**config.mk**
```make
export PLATFORM = sky130hd
export DESIGN_NAME = uart_pkt_rx_flat
export DESIGN_NICKNAME = d
export VERILOG_FILES = /design/src/rtl/uart_pkt_rx_if.sv /design/src/rtl/uart_pkt_rx.sv /design/src/flat_wrapper.sv
export SDC_FILE = /design/constraint.sdc
export NUM_CORES = 1
export LEC_CHECK = 0
export BUFFER_PORTS_ARGS = -buffer_cell sky130_fd_sc_hd__clkbuf_2
export CORE_MARGIN = 4
export CORE_UTILIZATION = 63
export CTS_CLUSTER_DIAMETER = 120
export DETAILED_ROUTE_END_ITERATION = 16
export GPL_TIMING_DRIVEN = 1
export HOLD_SLACK_MARGIN = 0.03
export PLACE_DENSITY = 0.88
export SLEW_MARGIN = 20
export SYNTH_ARGS = -nofsm -noshare
export SYNTH_HDL_FRONTEND = slang
export SYNTH_SLANG_ARGS = --single-unit
export TNS_END_PERCENT = 1
```
**constraint.sdc**
```tcl
create_clock -name clk -period 5.8 [get_ports clk]
set_clock_uncertainty 0.2 [all_clocks]
set_input_delay 1.45 -clock clk [delete_from_list [all_inputs] [get_ports clk]]
set_output_delay 1.45 -clock clk [all_outputs]
set_load 0.05 [all_outputs]
```
**src/rtl/uart_pkt_rx_if.sv**
```systemverilog
// Byte-stream and status bundle for the UART packet framer.
//   in_*        : received byte stream from the UART receiver (valid/ready)
//   out_*       : payload byte stream to the command layer (valid/ready, last marker)
//   frm_*/err_* : one-cycle per-frame status pulses
// master : byte source / payload sink / status observer (UART side plus command layer)
// slave  : the framer itself
interface uart_pkt_rx_if #(
    parameter int unsigned DATA_BITS = 8
);
    logic                 in_valid;
    logic                 in_ready;
    logic [DATA_BITS-1:0] in_data;
    logic                 out_valid;
    logic                 out_ready;
    logic [DATA_BITS-1:0] out_data;
    logic                 out_last;
    logic                 frm_done;
    logic                 frm_ok;
    logic                 err_len;
    logic                 err_chk;
    logic                 err_timeout;

    modport master (
        output in_valid, in_data, out_ready,
        input  in_ready, out_valid, out_data, out_last,
        input  frm_done, frm_ok, err_len, err_chk, err_timeout
    );

    modport slave (
        input  in_valid, in_data, out_ready,
        output in_ready, out_valid, out_data, out_last,
        output frm_done, frm_ok, err_len, err_chk, err_timeout
    );
endinterface

```
**src/rtl/uart_pkt_rx.sv**
```systemverilog
// Frame extractor sitting behind the UART receiver.
// Parses [SOF][LEN][PAYLOAD x LEN][CHK] with CHK = XOR(LEN, payload bytes), streams the
// payload with a last marker and reports per-frame status pulses.
// Ports:
//   clk   : clock
//   reset : synchronous, active-high reset
//   bus   : uart_pkt_rx_if.slave -- in_* byte stream, out_* payload stream, frm_*/err_* status
module uart_pkt_rx #(
    parameter int unsigned          DATA_BITS    = 8,
    parameter logic [DATA_BITS-1:0] SOF_BYTE     = 8'hA5,
    parameter int unsigned          MAX_LEN      = 64,
    parameter int unsigned          TIMEOUT_CLKS = 48000
) (
    input logic          clk,
    input logic          reset,
    uart_pkt_rx_if.slave bus
);

    localparam int unsigned RemW = $clog2(MAX_LEN + 1);
    localparam int unsigned TmoW = (TIMEOUT_CLKS > 1) ? $clog2(TIMEOUT_CLKS) : 1;
    localparam logic [DATA_BITS-1:0] MaxLenB = DATA_BITS'(MAX_LEN);
    localparam logic [TmoW-1:0] TmoLast = TmoW'(TIMEOUT_CLKS - 1);

    typedef enum logic [1:0] {StIdle, StLen, StPayload, StChk} state_e;

    state_e               state_q, state_d;
    logic [DATA_BITS-1:0] chk_q, chk_d;
    logic [RemW-1:0]      rem_q, rem_d;
    logic [TmoW-1:0]      tmo_q, tmo_d;
    logic                 got_q, got_d;        // at least one payload byte accepted
    logic                 out_valid_q, out_valid_d;
    logic                 out_last_q, out_last_d;
    logic [DATA_BITS-1:0] out_data_q, out_data_d;
    logic                 frm_done_q, frm_done_d;
    logic                 frm_ok_q, frm_ok_d;
    logic                 err_len_q, err_len_d;
    logic                 err_chk_q, err_chk_d;
    logic                 err_tmo_q, err_tmo_d;

    logic in_ready;
    logic accept;
    logic stall;
    logic tmo_fire;

    always_comb begin
        in_ready = 1'b0;
        case (state_q)
            StIdle, StLen: in_ready = 1'b1;
            StPayload:     in_ready = !out_valid_q || bus.out_ready;
            // Last payload byte must drain before the status for the frame appears.
            StChk:         in_ready = !out_valid_q;
            default:       in_ready = 1'b0;
        endcase
    end

    assign accept = bus.in_valid && in_ready;
    // Downstream stall is not sender idle, so the timeout holds.
    assign stall = out_valid_q && !bus.out_ready;
    assign tmo_fire = (state_q != StIdle) && !accept && !stall && (tmo_q == TmoLast);

    always_comb begin
        state_d     = state_q;
        chk_d       = chk_q;
        rem_d       = rem_q;
        tmo_d       = tmo_q;
        got_d       = got_q;
        out_valid_d = out_valid_q && !bus.out_ready;
        out_last_d  = out_last_q && out_valid_d;
        out_data_d  = out_data_q;
        frm_done_d  = 1'b0;
        frm_ok_d    = 1'b0;
        err_len_d   = 1'b0;
        err_chk_d   = 1'b0;
        err_tmo_d   = 1'b0;

        if (state_q == StIdle || accept) begin
            tmo_d = '0;
        end else if (!stall) begin
            tmo_d = tmo_q + 1'b1;
        end

        case (state_q)
            StIdle: begin
                if (accept && bus.in_data == SOF_BYTE) begin
                    state_d = StLen;
                    chk_d   = '0;
                    got_d   = 1'b0;
                end
            end
            StLen: begin
                if (accept) begin
                    if (bus.in_data != '0 && bus.in_data <= MaxLenB) begin
                        chk_d   = bus.in_data;
                        rem_d   = RemW'(bus.in_data);
                        state_d = StPayload;
                    end else begin
                        err_len_d = 1'b1;
                        state_d   = StIdle;
                    end
                end
            end
            StPayload: begin
                if (accept) begin
                    out_valid_d = 1'b1;
                    out_data_d  = bus.in_data;
                    out_last_d  = (rem_q == RemW'(1));
                    chk_d       = chk_q ^ bus.in_data;
                    rem_d       = rem_q - 1'b1;
                    got_d       = 1'b1;
                    if (rem_q == RemW'(1)) begin
                        state_d = StChk;
                    end
                end
            end
            StChk: begin
                if (accept) begin
                    frm_done_d = 1'b1;
                    frm_ok_d   = (bus.in_data == chk_q);
                    err_chk_d  = (bus.in_data != chk_q);
                    state_d    = StIdle;
                end
            end
            default: state_d = StIdle;
        endcase

        // tmo_fire implies no acceptance this cycle, so nothing above is overridden.
        if (tmo_fire) begin
            state_d    = StIdle;
            tmo_d      = '0;
            err_tmo_d  = 1'b1;
            frm_done_d = got_q;
        end
    end

    always_ff @(posedge clk) begin
        if (reset) begin
            state_q     <= StIdle;
            chk_q       <= '0;
            rem_q       <= '0;
            tmo_q       <= '0;
            got_q       <= 1'b0;
            out_valid_q <= 1'b0;
            out_last_q  <= 1'b0;
            out_data_q  <= '0;
            frm_done_q  <= 1'b0;
            frm_ok_q    <= 1'b0;
            err_len_q   <= 1'b0;
            err_chk_q   <= 1'b0;
            err_tmo_q   <= 1'b0;
        end else begin
            state_q     <= state_d;
            chk_q       <= chk_d;
            rem_q       <= rem_d;
            tmo_q       <= tmo_d;
            got_q       <= got_d;
            out_valid_q <= out_valid_d;
            out_last_q  <= out_last_d;
            out_data_q  <= out_data_d;
            frm_done_q  <= frm_done_d;
            frm_ok_q    <= frm_ok_d;
            err_len_q   <= err_len_d;
            err_chk_q   <= err_chk_d;
            err_tmo_q   <= err_tmo_d;
        end
    end

    assign bus.in_ready    = in_ready;
    assign bus.out_valid   = out_valid_q;
    assign bus.out_last    = out_last_q;
    assign bus.out_data    = out_data_q;
    assign bus.frm_done    = frm_done_q;
    assign bus.frm_ok      = frm_ok_q;
    assign bus.err_len     = err_len_q;
    assign bus.err_chk     = err_chk_q;
    assign bus.err_timeout = err_tmo_q;

endmodule

```
**src/flat_wrapper.sv**
```systemverilog
// flat-port wrapper written by rule: the top's interface ports become plain ports
module uart_pkt_rx_flat 
#(
    parameter int unsigned          DATA_BITS    = 8,
    parameter logic [DATA_BITS-1:0] SOF_BYTE     = 8'hA5,
    parameter int unsigned          MAX_LEN      = 64,
    parameter int unsigned          TIMEOUT_CLKS = 48000
)
  (clk, reset, bus_in_valid, bus_in_data, bus_out_ready, bus_in_ready, bus_out_valid, bus_out_data, bus_out_last, bus_frm_done, bus_frm_ok, bus_err_len, bus_err_chk, bus_err_timeout);
  uart_pkt_rx_if #(.DATA_BITS(DATA_BITS)) bus_i ();
  input logic clk;
  input logic reset;
  input wire logic [$bits(bus_i.in_valid)-1:0] bus_in_valid;
  input wire logic [$bits(bus_i.in_data)-1:0] bus_in_data;
  input wire logic [$bits(bus_i.out_ready)-1:0] bus_out_ready;
  output wire logic [$bits(bus_i.in_ready)-1:0] bus_in_ready;
  output wire logic [$bits(bus_i.out_valid)-1:0] bus_out_valid;
  output wire logic [$bits(bus_i.out_data)-1:0] bus_out_data;
  output wire logic [$bits(bus_i.out_last)-1:0] bus_out_last;
  output wire logic [$bits(bus_i.frm_done)-1:0] bus_frm_done;
  output wire logic [$bits(bus_i.frm_ok)-1:0] bus_frm_ok;
  output wire logic [$bits(bus_i.err_len)-1:0] bus_err_len;
  output wire logic [$bits(bus_i.err_chk)-1:0] bus_err_chk;
  output wire logic [$bits(bus_i.err_timeout)-1:0] bus_err_timeout;
  assign bus_i.in_valid = bus_in_valid;
  assign bus_i.in_data = bus_in_data;
  assign bus_i.out_ready = bus_out_ready;
  assign bus_in_ready = bus_i.in_ready;
  assign bus_out_valid = bus_i.out_valid;
  assign bus_out_data = bus_i.out_data;
  assign bus_out_last = bus_i.out_last;
  assign bus_frm_done = bus_i.frm_done;
  assign bus_frm_ok = bus_i.frm_ok;
  assign bus_err_len = bus_i.err_len;
  assign bus_err_chk = bus_i.err_chk;
  assign bus_err_timeout = bus_i.err_timeout;
  uart_pkt_rx #(.DATA_BITS(DATA_BITS), .SOF_BYTE(SOF_BYTE), .MAX_LEN(MAX_LEN), .TIMEOUT_CLKS(TIMEOUT_CLKS)) u_core (.clk(clk), .reset(reset), .bus(bus_i));
endmodule
```
==> results.sh <==
export IMPL_setup_viol=0
export IMPL_synth_compound_area_share_pct=17.2
export IMPL_grt_usage_pct=23.6
export IMPL_drv_slew=0
export IMPL_hp_class="reg -> reg"
export IMPL_die_w_um=73.0
export IMPL_drt_vias_per_instance=5.93
export IMPL_synth_nets=347
export IMPL_start_kind="primary input"
export IMPL_dp_final_hpwl_mm=4.23
export IMPL_post_cts_setup_buffer_count=0
export IMPL_drt_initial_drc_count=255
export IMPL_yosysSeqAreaShare_pct=36.9
export IMPL_cts_htree_levels=2
export IMPL_max_stage_delay_ns=0.27
export IMPL_cts_buffers=5
export IMPL_cpMaxStageDelayCell="or2_2"
export IMPL_drt_total_wl_mm=5.75
export IMPL_cpLargestDelayFamily="buffers and inverters"
export IMPL_grt_pass1_vias=2211
export IMPL_synth_main_ff_cell="dfxtp_1"
export IMPL_drive_above_1_share_pct=13.3
export IMPL_clock_latency_ns=0.30
export IMPL_postCtsHoldBufs=0
export IMPL_post_cts_resized=0
export IMPL_crit_buf_inv=2
export IMPL_vias=2343
export IMPL_grt_max_degree=38
export IMPL_ys_async_sr_fraction_pct=0
export IMPL_grt_first_pass_wirelength_mm=10.0
export IMPL_crit_required_ns=4.15
export IMPL_rsz0062_at_grt="false"
export IMPL_worstPathMaxFanout=4
export IMPL_cts_tree="yes"
export IMPL_core_rowCount=23
export IMPL_p_total_w=0.000633
export IMPL_synth_largest_area_cell="dfxtp_1"
export IMPL_synthCells=328
export IMPL_num_antenna_cells=0
export IMPL_initial_core_util_pct=66.0
export IMPL_synth_edf_count=0
export IMPL_path_class="in -> out"
export IMPL_max_clock_freq_mhz=254
export IMPL_ys_types=46
export IMPL_worstPathArrival_ns=2.28
export IMPL_ys_top_cells_by_count="60 x nand2_1, 49 x dfxtp_1, 28 x nor2_1"
export IMPL_synthXorXnorAreaFrac_pct=7.58
export IMPL_gp_congestion=0.849
export IMPL_status="complete, no violations"
export IMPL_synth_warning_count=0
export IMPL_period_minus_slack_ns=3.93
export IMPL_syn2layout_area_growth_pct=8.66
export IMPL_multi_input_area_um2=1570
export IMPL_netlist_area_um2=2660
export IMPL_placed_cell_area_um2=2790
export IMPL_cp_common_cell="clkbuf_2"
export IMPL_wire_per_inst_um=14.5
export IMPL_clk_pin_slew_worst_paths_ns=0.08
export IMPL_die_area_um2=5320
export IMPL_p_leak_nw=1.07
export IMPL_core_um2=4030
export IMPL_ir_drop_mv=0.188
export IMPL_synth_top_area_share_pct=36.9
export IMPL_root_buffer="clkbuf_8"
export IMPL_synth_area_leaders="dfxtp_1 37%, nand2_1 8.5%, xor2_1 5.6%"
export IMPL_syn_area_per_cell_um2=8.10
export IMPL_ios=28
export IMPL_drt_pass1_iter_count=4
export IMPL_regArea_um2=981
export IMPL_final_setup_tns_ns=0
export IMPL_maxCapViolCount=0
export IMPL_final_core_util_pct=71.7
export IMPL_nets=363
export IMPL_synthAdderAreaFrac_pct=3.30
export IMPL_synth_area_mux_share_pct=4.14
export IMPL_regToRegSetupSlack_ns=3.16
export IMPL_clockBufferDepth=2
export IMPL_end_kind="output port"
export IMPL_synthSimpleGateAreaFrac_pct=27.0
export IMPL_drc=0
export IMPL_port_buffers=27
export IMPL_grt_antenna_before_repair=0
export IMPL_ant_nets=0
export IMPL_slew_headroom_pct=47.7
export IMPL_yosysMostFrequentCell="nand2_1"
export IMPL_ys_ff_latch=49
export IMPL_overflow=0
export IMPL_dieHeight_um=73.0
export IMPL_min_period_over_period_pct=67.8
export IMPL_hold_violations=0
export IMPL_stdcell_area_um2=2890
export IMPL_tightest_slew_ns=0.778
export IMPL_cp_cell_sequence="clkbuf_2 -> a21bo_2 -> or2_2 -> clkbuf_2"
export IMPL_fillers=321
export IMPL_synth_top_family_by_area="simple AND/OR/NAND/NOR gates"
export IMPL_cts_sinks=49
export IMPL_power_density_nw_per_um2=219
[worst paths after layout]
| path | from | to | cells past startpoint |
|---|---|---|---|
| min | u_core.bus.out_data[5] | u_core.bus.out_data[5] | 2 |
| min reg2reg | u_core.bus.out_data[5] | u_core.bus.out_data[5] | 2 |
| max | bus_out_ready | bus_in_ready | 4 |
| max reg2reg | u_core.state_q[0] | u_core.chk_q[6] | 7 |
[area by class of cell]
cell class                 count  area share (%)
tap                           50            2.17
clock inverter                 1           0.173
multi-input combinational    253            54.5
sequential                    49            34.0
clock buffer                   7            3.34
inverter                       7           0.910
timing repair buffer          28            4.94
[flip-flops by register name, indices dropped and copies added, names as in the netlist, named ones only]
name / count
u_core.bus.out_data: 8
u_core.bus.frm_done: 1
u_core.bus.out_last: 1
u_core.state_q: 1
u_core.bus.out_valid: 1
u_core.bus.err_timeout: 1
u_core.bus.err_len: 1
u_core.bus.frm_ok: 1
u_core.chk_q: 8
u_core.bus.err_chk: 1
u_core.got_q: 1
u_core.tmo_q: 16
u_core.rem_q: 7
[routing by layer]
layer | up-vias | global-route usage [%] | routed length, um
met1 | 1107 | 32.0 | 2640
li1 | 1169 | - | -
met4 | 0 | 8.81 | 70
met5 | - | 0 | 0
met3 | 7 | 3.17 | 274
met2 | 60 | 38.2 | 2760
[kinds of logic (layout without fill, tap and decap cells)]
family | Yosys count | in the layout
buf+inv | 26 | 43
fa+ha+maj | 7 | 7
compound gates | 66 | 66
flops | 49 | 49
mux | 11 | 11
xor+xnor | 23 | 23
simple gates | 146 | 146
[power breakdown]
group / internal [W] / total (W) / leakage, nW / switching, W
clock network: 0.000108 / 0.000215 / 0.0542 / 0.000107
logic: 0.0000255 / 0.0000726 / 0.618 / 0.0000471
registers: 0.000341 / 0.000346 / 0.395 / 0.00000545
[cell usage in the layout (no fill, tap or decap), types with 2 or more instances in the layout]
| master | count |
|---|---|
| nor2b_1 | 13 |
| o21ai_0 | 21 |
| xnor2_1 | 6 |
| nor4_1 | 5 |
| mux2i_1 | 11 |
| dfxtp_1 | 49 |
| o31ai_1 | 5 |
| nor3_1 | 7 |
| o311ai_0 | 4 |
| a31oi_1 | 2 |
| or2_2 | 2 |
| a21oi_1 | 14 |
| nor2_1 | 28 |
| inv_1 | 7 |
| nand4_1 | 8 |
| ha_1 | 7 |
| xor2_1 | 17 |
| a31o_2 | 2 |
| a21boi_0 | 3 |
| nor4b_1 | 3 |
| clkbuf_2 | 27 |
| clkbuf_8 | 7 |
| and3_1 | 3 |
| nand2b_1 | 5 |
| nand2_1 | 60 |
| a22oi_1 | 3 |
| nand3_1 | 4 |
| a21bo_2 | 2 |
| o31a_1 | 2 |
| a311oi_1 | 2 |
[worst min-delay path, stage by stage, from the launching register on]
cell and delay [ns]:
dfxtp_1 0.31, nand2_1 0.05, a21oi_1 0.05
[stage by stage]
| stage | std cells | hold WS [ns] | setup slack [ns] |
|---|---|---|---|
| global route | 395 | 0.290 | 1.83 |
| floorplan | 328 | 0.262 | 2.09 |
| CTS | 395 | 0.263 | 1.86 |
| global placement | 387 | 0.244 | 1.88 |
| finish | 395 | 0.261 | 1.87 |
| detailed placement | 387 | 0.250 | 1.87 |
No activity file was read; power rests on OpenSTA's default activity.
